$ cat config.mk
export PLATFORM = sky130hd
export DESIGN_NAME = para_streamer_layer4_flat
export DESIGN_NICKNAME = d
export VERILOG_FILES = /design/src/rtl/layer4_pkg.sv /design/src/rtl/para_streamer_layer4_if.sv /design/src/rtl/para_streamer_layer4.sv /design/src/flat_wrapper.sv
export SDC_FILE = /design/constraint.sdc
export NUM_CORES = 1
export LEC_CHECK = 0
export CAP_MARGIN = 25
export CORE_MARGIN = 3
export CORE_UTILIZATION = 45
export CTS_CLUSTER_DIAMETER = 100
export DETAILED_ROUTE_END_ITERATION = 7
export DONT_BUFFER_PORTS = 1
export RECOVER_POWER = 50
export SLEW_MARGIN = 20
export SYNTH_ARGS = -nofsm -noshare
export SYNTH_HDL_FRONTEND = slang
export SYNTH_SLANG_ARGS = --single-unit
$ cat constraint.sdc
create_clock -name clk -period 2.6 [get_ports clk]
set_clock_uncertainty 0.05 [all_clocks]
set_input_delay 0.26 -clock clk [delete_from_list [all_inputs] [get_ports clk]]
set_output_delay 0.26 -clock clk [all_outputs]
set_load 0.01 [all_outputs]
$ cat src/rtl/layer4_pkg.sv
// layer4_pkg: constants and types shared by the layer4 parameter-load path
// (parameter geometry, parameter group names, streamer FSM state encoding).
package layer4_pkg;

    localparam int PARA_WIDTH   = 16;
    localparam int PARA_NUM     = 6;
    localparam int FM_DEPTH     = 128;
    localparam int LOG2FM_DEPTH = 7;

    typedef enum logic [2:0] {
        GRP_RSIGN = 3'd0,
        GRP_BN_A  = 3'd1,
        GRP_BN_B  = 3'd2,
        GRP_BETA  = 3'd3,
        GRP_GAMMA = 3'd4,
        GRP_ZETA  = 3'd5
    } grp_e;

    typedef logic [2:0] state_t;

    localparam state_t ST_IDLE   = 3'd0;
    localparam state_t ST_FETCH  = 3'd1;
    localparam state_t ST_DRAIN  = 3'd2;
    localparam state_t ST_FINISH = 3'd3;
    localparam state_t ST_RUN    = 3'd4;

endpackage

$ cat src/rtl/para_streamer_layer4_if.sv
// para_streamer_layer4_if: parameter SRAM read port (grant, strobe, address, 1-cycle read data).
interface para_streamer_layer4_if #(
    parameter int ADDR_W     = 16,
    parameter int PARA_WIDTH = layer4_pkg::PARA_WIDTH
) ();

    logic                  mem_gnt;
    logic                  mem_rd_en;
    logic [ADDR_W-1:0]     mem_addr;
    logic [PARA_WIDTH-1:0] mem_rdata;

    modport master (input mem_gnt, input mem_rdata, output mem_rd_en, output mem_addr);
    modport slave  (output mem_gnt, output mem_rdata, input mem_rd_en, input mem_addr);

endinterface

$ cat src/rtl/para_streamer_layer4.sv
// para_streamer_layer4: fetches PARA_NUM x FM_DEPTH words from parameter SRAM and streams them to
// the layer4 para_loader, then raises mode_out. Macro PARA_STREAMER_CHECKSUM_EN adds a checksum word.
module para_streamer_layer4 #(
    parameter int FM_DEPTH     = layer4_pkg::FM_DEPTH,
    parameter int LOG2FM_DEPTH = layer4_pkg::LOG2FM_DEPTH,
    parameter int PARA_NUM     = layer4_pkg::PARA_NUM,
    parameter int PARA_WIDTH   = layer4_pkg::PARA_WIDTH,
    parameter int ADDR_W       = 16
) (
    input  logic                    clk,
    input  logic                    rstn,
    input  logic                    start,
    input  logic [ADDR_W-1:0]       base_addr,
    para_streamer_layer4_if.master  mem,
    output logic                    mode_out,
    output logic                    data_e_out,
    output logic [PARA_WIDTH-1:0]   para_out,
    output logic [2:0]              grp_out,
    output logic [LOG2FM_DEPTH-1:0] idx_out,
    output logic                    busy,
    output logic                    done,
    output logic                    err
);
    import layer4_pkg::*;

    localparam int TOTAL = PARA_NUM * FM_DEPTH;
`ifdef PARA_STREAMER_CHECKSUM_EN
    localparam int LAST_RD = TOTAL;
`else
    localparam int LAST_RD = TOTAL - 1;
`endif
    localparam int CNT_W = $clog2(TOTAL + 1);

    state_t                  r_state;
    logic [CNT_W-1:0]        r_rd_cnt;
    logic [ADDR_W-1:0]       r_base;
    logic [2:0]              r_grp_cnt;
    logic [LOG2FM_DEPTH-1:0] r_idx_cnt;
    logic                    r_all_out;
    logic                    r_vld_p0;
    logic                    r_vld_p1;
    logic [PARA_WIDTH-1:0]   r_para_p1;
    logic [2:0]              r_grp_p1;
    logic [LOG2FM_DEPTH-1:0] r_idx_p1;

    logic w_start_ok;
    logic w_rd;
    logic w_last_rd;
    logic w_cap;
    logic w_last_word;

    assign w_start_ok  = start && ((r_state == ST_IDLE) || (r_state == ST_RUN));
    assign w_rd        = (r_state == ST_FETCH) && mem.mem_gnt;
    assign w_last_rd   = w_rd && (r_rd_cnt == CNT_W'(LAST_RD));
    // Once every data word is out, a further returning read can only be the checksum word.
    assign w_cap       = r_vld_p0 && !r_all_out;
    assign w_last_word = w_cap && (r_grp_cnt == 3'(PARA_NUM - 1))
                               && (r_idx_cnt == LOG2FM_DEPTH'(FM_DEPTH - 1));

    assign mem.mem_rd_en = w_rd;
    assign mem.mem_addr  = w_rd ? (r_base + ADDR_W'(r_rd_cnt)) : '0;

    assign mode_out   = (r_state == ST_RUN);
    assign busy       = (r_state == ST_FETCH) || (r_state == ST_DRAIN) || (r_state == ST_FINISH);
    assign done       = (r_state == ST_FINISH);
    assign data_e_out = r_vld_p1;
    assign para_out   = r_para_p1;
    assign grp_out    = r_grp_p1;
    assign idx_out    = r_idx_p1;

`ifdef PARA_STREAMER_CHECKSUM_EN
    logic [PARA_WIDTH-1:0] r_sum;
    logic                  r_err;
    logic                  w_ck_arrive;

    function automatic logic [PARA_WIDTH-1:0] csum_add(input logic [PARA_WIDTH-1:0] a,
                                                       input logic [PARA_WIDTH-1:0] b);
        return a + b;
    endfunction

    assign w_ck_arrive = r_vld_p0 && r_all_out;

    always_ff @(posedge clk or negedge rstn) begin
        if (!rstn) begin
            r_sum <= '0;
            r_err <= 1'b0;
        end else if (w_start_ok) begin
            r_sum <= '0;
            r_err <= 1'b0;
        end else begin
            if (w_cap)       r_sum <= csum_add(r_sum, mem.mem_rdata);
            if (w_ck_arrive) r_err <= (mem.mem_rdata != r_sum);
        end
    end

    assign err = r_err;
`else
    assign err = 1'b0;
`endif

    always_ff @(posedge clk or negedge rstn) begin
        if (!rstn) begin
            r_state <= ST_IDLE;
        end else begin
            case (r_state)
                ST_IDLE, ST_RUN: if (w_start_ok) r_state <= ST_FETCH;
                ST_FETCH:        if (w_last_rd)  r_state <= ST_DRAIN;
`ifdef PARA_STREAMER_CHECKSUM_EN
                ST_DRAIN:        if (w_ck_arrive) r_state <= ST_FINISH;
                ST_FINISH:       r_state <= r_err ? ST_IDLE : ST_RUN;
`else
                ST_DRAIN:        if (r_all_out) r_state <= ST_FINISH;
                ST_FINISH:       r_state <= ST_RUN;
`endif
                default:         r_state <= ST_IDLE;
            endcase
        end
    end

    always_ff @(posedge clk or negedge rstn) begin
        if (!rstn) begin
            r_rd_cnt  <= '0;
            r_base    <= '0;
            r_grp_cnt <= '0;
            r_idx_cnt <= '0;
            r_all_out <= 1'b0;
        end else if (w_start_ok) begin
            r_rd_cnt  <= '0;
            r_base    <= base_addr;
            r_grp_cnt <= '0;
            r_idx_cnt <= '0;
            r_all_out <= 1'b0;
        end else begin
            if (w_rd) r_rd_cnt <= r_rd_cnt + CNT_W'(1);
            if (w_cap) begin
                if (r_idx_cnt == LOG2FM_DEPTH'(FM_DEPTH - 1)) begin
                    r_idx_cnt <= '0;
                    r_grp_cnt <= r_grp_cnt + 3'd1;
                end else begin
                    r_idx_cnt <= r_idx_cnt + LOG2FM_DEPTH'(1);
                end
            end
            if (w_last_word) r_all_out <= 1'b1;
        end
    end

    // p0: SRAM read data valid; p1: registered word presented to the para_loader
    always_ff @(posedge clk or negedge rstn) begin
        if (!rstn) begin
            r_vld_p0  <= 1'b0;
            r_vld_p1  <= 1'b0;
            r_para_p1 <= '0;
            r_grp_p1  <= '0;
            r_idx_p1  <= '0;
        end else begin
            r_vld_p0 <= w_rd;
            r_vld_p1 <= w_cap;
            if (w_cap) begin
                r_para_p1 <= mem.mem_rdata;
                r_grp_p1  <= r_grp_cnt;
                r_idx_p1  <= r_idx_cnt;
            end
        end
    end

endmodule
$ cat src/flat_wrapper.sv
// flat-port wrapper written by rule: the top's interface ports become plain ports
module para_streamer_layer4_flat import layer4_pkg::*;
#(
    parameter int FM_DEPTH     = layer4_pkg::FM_DEPTH,
    parameter int LOG2FM_DEPTH = layer4_pkg::LOG2FM_DEPTH,
    parameter int PARA_NUM     = layer4_pkg::PARA_NUM,
    parameter int PARA_WIDTH   = layer4_pkg::PARA_WIDTH,
    parameter int ADDR_W       = 16
)
  (clk, rstn, start, base_addr, mode_out, data_e_out, para_out, grp_out, idx_out, busy, done, err, mem_mem_gnt, mem_mem_rdata, mem_mem_rd_en, mem_mem_addr);
  para_streamer_layer4_if #(.ADDR_W(ADDR_W), .PARA_WIDTH(PARA_WIDTH)) mem_i ();
  input  logic clk;
  input  logic rstn;
  input  logic start;
  input  logic [ADDR_W-1:0] base_addr;
  output logic mode_out;
  output logic data_e_out;
  output logic [PARA_WIDTH-1:0] para_out;
  output logic [2:0] grp_out;
  output logic [LOG2FM_DEPTH-1:0] idx_out;
  output logic busy;
  output logic done;
  output logic err;
  input wire logic [$bits(mem_i.mem_gnt)-1:0] mem_mem_gnt;
  input wire logic [$bits(mem_i.mem_rdata)-1:0] mem_mem_rdata;
  output wire logic [$bits(mem_i.mem_rd_en)-1:0] mem_mem_rd_en;
  output wire logic [$bits(mem_i.mem_addr)-1:0] mem_mem_addr;
  assign mem_i.mem_gnt = mem_mem_gnt;
  assign mem_i.mem_rdata = mem_mem_rdata;
  assign mem_mem_rd_en = mem_i.mem_rd_en;
  assign mem_mem_addr = mem_i.mem_addr;
  para_streamer_layer4 #(.FM_DEPTH(FM_DEPTH), .LOG2FM_DEPTH(LOG2FM_DEPTH), .PARA_NUM(PARA_NUM), .PARA_WIDTH(PARA_WIDTH), .ADDR_W(ADDR_W)) u_core (.clk(clk), .rstn(rstn), .start(start), .base_addr(base_addr), .mem(mem_i), .mode_out(mode_out), .data_e_out(data_e_out), .para_out(para_out), .grp_out(grp_out), .idx_out(idx_out), .busy(busy), .done(done), .err(err));
endmodule
==> run_results.csv, run 1 <==
group,metric,value,unit
run_status,status,"finished, violations left",
run_status,violations,"capacitance limit, slew limit, setup timing",
logic_synthesis,syn_area,0.00351,mm²
global_route,track_usage,18.5,%
pwr,power.density,1010,mW/mm²
detailed_routing,drt-total-wl,8.05,mm
sta,hold_viol_final,0,
final_layout,finalInstanceArea,0.00429,mm²
detailed_routing,drc_errors,0,
floorplan,die_h,94.3,µm
logic_synthesis,synth_warnings,0,
setup_path,crit_type,"reg -> out",
global_route,overflow,0,
pwr,peakVddDrop,0.487,mV
sta,worst_pin_slew,1.70,ns
final_layout,drive_gt1_share,14.1,%
logic_synthesis,yosys.area_share.xor_xnor,4.49,%
logic_synthesis,syn_area_per_cell,9.36,µm²
logic_synthesis,ys_ff_latch,68,
global_route,grt_max_degree,69,
logic_synthesis,synth_fa_ha_area_share,5.56,%
setup_path,end_kind,"primary output",
setup_path,arrival,2.38,ns
logic_synthesis,synthMuxAreaShare,5.99,%
pwr,leakagePower,2.00,nW
logic_synthesis,synth_area_leaders,"dfrtp_1 (48%), nand2_1 (10%), ha_1 (5.0%), mux2_1 (3.9%), nor2_1 (3.3%)",
logic_synthesis,synth_top_area_share,48.5,%
sta,maxSlewViolCount,69,
final_layout,multiInputGateArea,0.00184,mm²
floorplan,rows,31,
logic_synthesis,synth_edf_count,0,
sta,setup_viol,2,
sta,rsz0062_at_grt,"yes",
detailed_routing,vias_per_cell,5.38,
logic_synthesis,synth-async-reset-ratio,100,%
logic_synthesis,ys_types,51,
logic_synthesis,synthTopCellsByCount,"nand2_1 (98), dfrtp_1 (68), nor2_1 (31)",
place,dp_hpwl,5.06,mm
final_layout,n_fill_cell,637,
hold_path,hold_class,"in -> reg",
clocking,clockBufferDepth,2,
logic_synthesis,synth-simple-area-share,24.6,%
floorplan,die_w,94.3,µm
logic_synthesis,synth_compound_area_share,7.63,%
logic_synthesis,syn_inst,375,
sta,slew_headroom,-13.1,%
detailed_routing,wl_per_cell,15.6,µm
clocking,cts_buffers,9,
detailed_routing,drt_iter0_markers,108,
pwr,p_total,0.00435,W
clocking,numClockSinks,68,
floorplan,core,0.00741,mm²
place,dpl_cell_area,0.00365,mm²
place,dp_cells,468,
place,gp_congestion,0.800,
final_layout,finalNonFillerCells,517,
setup_path,path_max_fanout,5,
logic_synthesis,synth_top_flop_cell,"dfrtp_1",
detailed_routing,vias,2783,
final_layout,diodes,0,
global_route,antenna_found_initial,0,
detailed_routing,firstDrtPassIters,4,
logic_synthesis,ys_seq_area_share,48.5,%
clocking,clk_pin_slew,0.08,ns
clocking,cts_htree_levels,3,
floorplan,dieArea,0.00889,mm²
floorplan,ios,84,
clocking,clk_latency,0.33,ns
sta,period_share,104,%
global_route,first_global_vias,2716,
logic_synthesis,yosysMostFrequentCell,"nand2_1",
final_layout,seq_area,0.00170,mm²
global_route,grt_first_pass_wirelength,12.9,mm
clocking,cts_root_buffer,"clkbuf_8",
run,drv_cap,1,
sta,fin_crit,2.69,ns
place,portBuffers,0,
detailed_routing,drtAntennaViolNets,0,
setup_path,critPathLaunchType,"flip-flop",
final_layout,synthToLayoutAreaGrowth,22.2,%
clocking,cts_tree,"yes",
sta,setup_ws,-0.0939,ns
final_layout,nets,464,
logic_synthesis,yosysTopAreaCell,"dfrtp_1",
logic_synthesis,syn_nets,426,
floorplan,initial_core_util,47.4,%
logic_synthesis,synth_top_family_by_area,"simple AND/OR/NAND/NOR gates",
setup_path,required,2.29,ns
sta,fmax,371,MHz
==> repair_timing <==
| item | in CTS | in global routing |
|---|---|---|
| pin swaps | 3 | 7 |
| buffers inserted | 3 | 3 |
| cloned | 0 | 0 |
| hold buffers | 26 | 1 |
| resized for setup | 12 | 9 |
| endpoints found under the hold margin | 92 | 1 |
| endpoints found under the setup margin | 8 | 6 |
==> critical path, stage by stage (launching register included) <==
cell	delay (ns)
dfrtp_1	0.44
ha_4	0.27
a21o_1	0.19
and2_1	0.21
o311a_4	0.40
o211ai_1	0.20
mux2i_1	0.33
==> sequential cells by signal, indices dropped and copies added, names as in the netlist <==
name,count
u_core.r_grp_cnt,3
u_core.r_vld_p0,1
u_core.r_state,3
u_core.idx_out,7
u_core.r_idx_cnt,7
u_core.r_base,16
u_core.grp_out,3
u_core.r_all_out,1
u_core.data_e_out,1
u_core.para_out,16
u_core.r_rd_cnt,10
==> kinds of logic after synthesis <==
group,Yosys count
other,1
AND/OR/NAND/NOR,187
AO/OA/AOI/OAI,40
adder cells (fa/ha/maj),15
flip-flops,68
multiplexers,19
buffers and inverters,27
XOR/XNOR,18
==> layer usage <==
metal | part of all wire, % | global-route usage [%] | vias to the layer above
met5 | 0 | 0 | -
met4 | 1.3 | 5.78 | 0
met3 | 5.9 | 4.89 | 10
met2 | 47 | 30.0 | 85
met1 | 46 | 24.2 | 1341
li1 | - | - | 1347
==> power by group <==
group	internal, W	leakage [nW]	total, W	switching, W
clock	0.000467	0.0983	0.000883	0.000415
sequential	0.00141	0.863	0.00183	0.000420
combinational	0.000736	1.04	0.00163	0.000892
total	0.00262	2.00	0.00435	0.00173
==> final cells by class <==
type	count	area share, %
Multi-Input combinational cell	280	42.8
Timing Repair Buffer	43	8.98
Clock inverter	6	1.49
Sequential cell	68	39.7
Clock buffer	10	3.21
Inverter	11	0.962
Tap cell	99	2.89
==> layout by cell type (no fill, tap or decap), types with 6 or more instances in the layout <==
cell	instances
a21oi_1	13
buf_4	16
clkbuf_8	10
dfrtp_1	68
dlygate4sd3_1	26
ha_1	8
inv_1	8
mux2_1	12
nand2_1	98
nand3_1	10
nor2_1	31
nor3_1	10
xnor2_1	6
xor2_1	12
==> metrics by stage <==
stage / setup slack, ns / hold WS, ns / util [%] / setup TNS (ns)
final: -0.0939 / 0.00876 / 57.9 / -0.169
after global routing: -0.201 / 0.00419 / 57.9 / -0.667
after CTS: -0.0981 / 0.000335 / 57.0 / -0.266
after detailed placement: 0.187 / -0.0840 / 49.2 / 0
after global placement: 0.190 / -0.0840 / 49.2 / 0
after floorplan: 0.349 / -0.0856 / - / 0
==> path summary, 6_finish.rpt <==
path	start	to	slack (ns)	depth (start not counted)
setup / recovery	u_core.r_rd_cnt[4]$_DFFE_PN0P_	mem_mem_addr[12]	-0.09	6
hold / removal	base_addr[10]	u_core.r_base[10]$_DFFE_PN0P_	0.009	1
setup reg to reg	u_core.r_state[2]$_DFFE_PN0P_	u_core.r_state[0]$_DFFE_PN0P_	0.67	6
hold reg to reg	u_core.r_base[9]$_DFFE_PN0P_	u_core.r_base[9]$_DFFE_PN0P_	0.45	1
max in group asynchronous	rstn	u_core.idx_out[3]$_DFFE_PN0P_	0.60	2
min in group asynchronous	rstn	u_core.r_base[8]$_DFFE_PN0P_	0.90	2
Power figures use the tool's default switching activity.
==> run 2, diff against run 1 <==
--- a/config.mk
+++ b/config.mk
@@ -16,3 +16,4 @@
 export SYNTH_ARGS = -nofsm -noshare
 export SYNTH_HDL_FRONTEND = slang
 export SYNTH_SLANG_ARGS = --single-unit
+export TNS_END_PERCENT = 5
==> run 2 against run 1 <==
Compared with the run above: the flow still finishes with violations (capacitance limit, slew limit, setup timing); combinational power fell by 7%; routed wire length is 2.2% lower; largest cell class unchanged; first-iteration DRC count down 2.8%; clock-buffer cell count is the same; non-clock buffer count is 4 lower; clock power barely moved; sequential power about the same; register-to-register slack is essentially flat; critical endpoint unchanged; final cell count is 0.77% lower; sequential cell count unchanged; fmax decreased by 0.16%; worst hold slack improved by 0.00052 ns; critical path type unchanged.
==> run_results.csv, run 2 (synthesis results as in run 1) <==
group,metric,value,unit
run_status,status,"finished, violations left",
run_status,violations,"capacitance limit, slew limit, setup timing",
final_layout,drive_gt1_share,12.1,%
final_layout,diodes,0,
detailed_routing,firstDrtPassIters,4,
floorplan,ios,84,
sta,hold_viol_final,0,
setup_path,crit_type,"reg -> out",
place,dp_hpwl,5.06,mm
clocking,cts_tree,"yes",
clocking,clk_pin_slew,0.08,ns
detailed_routing,drt_iter0_markers,105,
setup_path,required,2.29,ns
pwr,power.density,1000,mW/mm²
setup_path,r2r_cells,6,
sta,worst_pin_slew,1.69,ns
floorplan,rows,31,
sta,setup_viol,3,
setup_path,reg2reg_from,"u_core.r_state[2]$_DFFE_PN0P_",
setup_path,worstSetupStartpoint,"u_core.r_rd_cnt[2]$_DFFE_PN0P_",
hold_path,hold_class,"in -> reg",
sta,maxSlewViolCount,69,
global_route,first_global_vias,2678,
sta,setup_ws,-0.0983,ns
sta,period_share,104,%
floorplan,initial_core_util,47.4,%
sta,hold_slack,0.00928,ns
detailed_routing,drt-total-wl,7.87,mm
floorplan,core,0.00741,mm²
floorplan,die_h,94.3,µm
final_layout,layout_common_cells,"nand2_1 (98), dfrtp_1 (68), nor2_1 (31)",
final_layout,finalInstanceArea,0.00419,mm²
place,dpl_cell_area,0.00365,mm²
pwr,leakagePower,1.97,nW
clocking,clockBufferDepth,2,
floorplan,die_w,94.3,µm
final_layout,synthToLayoutAreaGrowth,19.5,%
setup_path,critPathLaunchType,"flip-flop",
global_route,track_usage,18.4,%
clocking,clk_latency,0.34,ns
sta,rsz0062_at_grt,"yes",
final_layout,finalNonFillerCells,513,
setup_path,path_max_fanout,4,
clocking,cts_root_buffer,"clkbuf_8",
place,gp_congestion,0.800,
sta,fmax,371,MHz
place,dp_slack,0.187,ns
detailed_routing,wl_per_cell,15.3,µm
global_route,antenna_found_initial,0,
detailed_routing,drtAntennaViolNets,0,
detailed_routing,vias_per_cell,5.35,
sta,slew_headroom,-12.3,%
setup_path,arrival,2.39,ns
clocking,numClockSinks,68,
sta,fin_crit,2.70,ns
final_layout,seq_area,0.00170,mm²
setup_path,end_kind,"primary output",
floorplan,dieArea,0.00889,mm²
setup_path,crit_end,"mem_mem_addr[12]",
final_layout,multiInputGateArea,0.00177,mm²
setup_path,reg2reg_setup_slack,0.67,ns
final_layout,final_common_cell,"nand2_1",
sta,setup_tns,-0.182,ns
global_route,grt_first_pass_wirelength,12.9,mm
clocking,cts_buffers,9,
place,dp_cells,468,
run,drv_cap,1,
final_layout,n_fill_cell,649,
final_layout,nets,460,
setup_path,r2r-end,"u_core.r_state[0]$_DFFE_PN0P_",
pwr,peakVddDrop,0.486,mV
place,portBuffers,0,
global_route,grt_max_degree,69,
detailed_routing,vias,2745,
global_route,overflow,0,
clocking,cts_htree_levels,3,
detailed_routing,drc_errors,0,
run 2: changes by cell type in the layout (fill, tap and decap cells not counted), moves of 2 or more:
cell / previous run / this run
ha_4: 5 / 1
ha_2: 1 / 3
buf_4: 16 / 12
ha_1: 8 / 10
run 2: power breakdown:
| group | switching, W | internal (W) |
|---|---|---|
| sequential | 0.000397 | 0.00142 |
| combinational | 0.000854 | 0.000652 |
| clock | 0.000413 | 0.000467 |
| total | 0.00166 | 0.00253 |
run 2: critical path: stages, from the launching register on:
cell	delay [ns]
dfrtp_1	0.40
ha_1	0.32
nor2b_1	0.17
o2111a_2	0.29
o311a_4	0.35
o211ai_1	0.20
mux2i_1	0.33
run 2: area by class of cell:
class,instances,share of cell area (%)
Clock buffer,10,3.28
Timing Repair Buffer,39,8.47
Clock inverter,6,1.52
Sequential cell,68,40.6
Inverter,11,0.984
Tap cell,99,2.95
Multi-Input combinational cell,280,42.2
run 2: worst min path at each step:
stage | start | endpoint | depth (start not counted)
after global routing | base_addr[7] | u_core.r_base[7]$_DFFE_PN0P_ | 1
after CTS | base_addr[10] | u_core.r_base[10]$_DFFE_PN0P_ | 1
after global placement | rstn | u_core.r_base[11]$_DFFE_PN0P_ | 0
final | base_addr[10] | u_core.r_base[10]$_DFFE_PN0P_ | 1
after floorplan | rstn | u_core.data_e_out$_DFF_PN0_ | 0
after detailed placement | rstn | u_core.r_base[11]$_DFFE_PN0P_ | 0
run 2: repair_timing:
item / in CTS / in global routing
setup buffers: 2 / 0
resized for setup: 3 / 10
endpoints found under the setup margin: 8 / 10
hold endpoints to repair: 92 / 1
hold buffers: 26 / 1
pin swaps: 1 / 1
run 2: through the flow:
stage                     util, %  power [W]
after floorplan                 -    0.00285
after global placement       49.2    0.00316
after detailed placement     49.2    0.00320
after CTS                    56.3    0.00422
after global routing         56.6    0.00453
final                        56.6    0.00420
run 2: routing by layer:
metal / wire length, µm / vias up / track usage (%)
met3: 491 / 9 / 4.89
met2: 3650 / 88 / 29.3
met5: 0 / - / 0
li1: - / 1337 / -
met1: 3650 / 1311 / 24.6
met4: 80 / 0 / 5.78
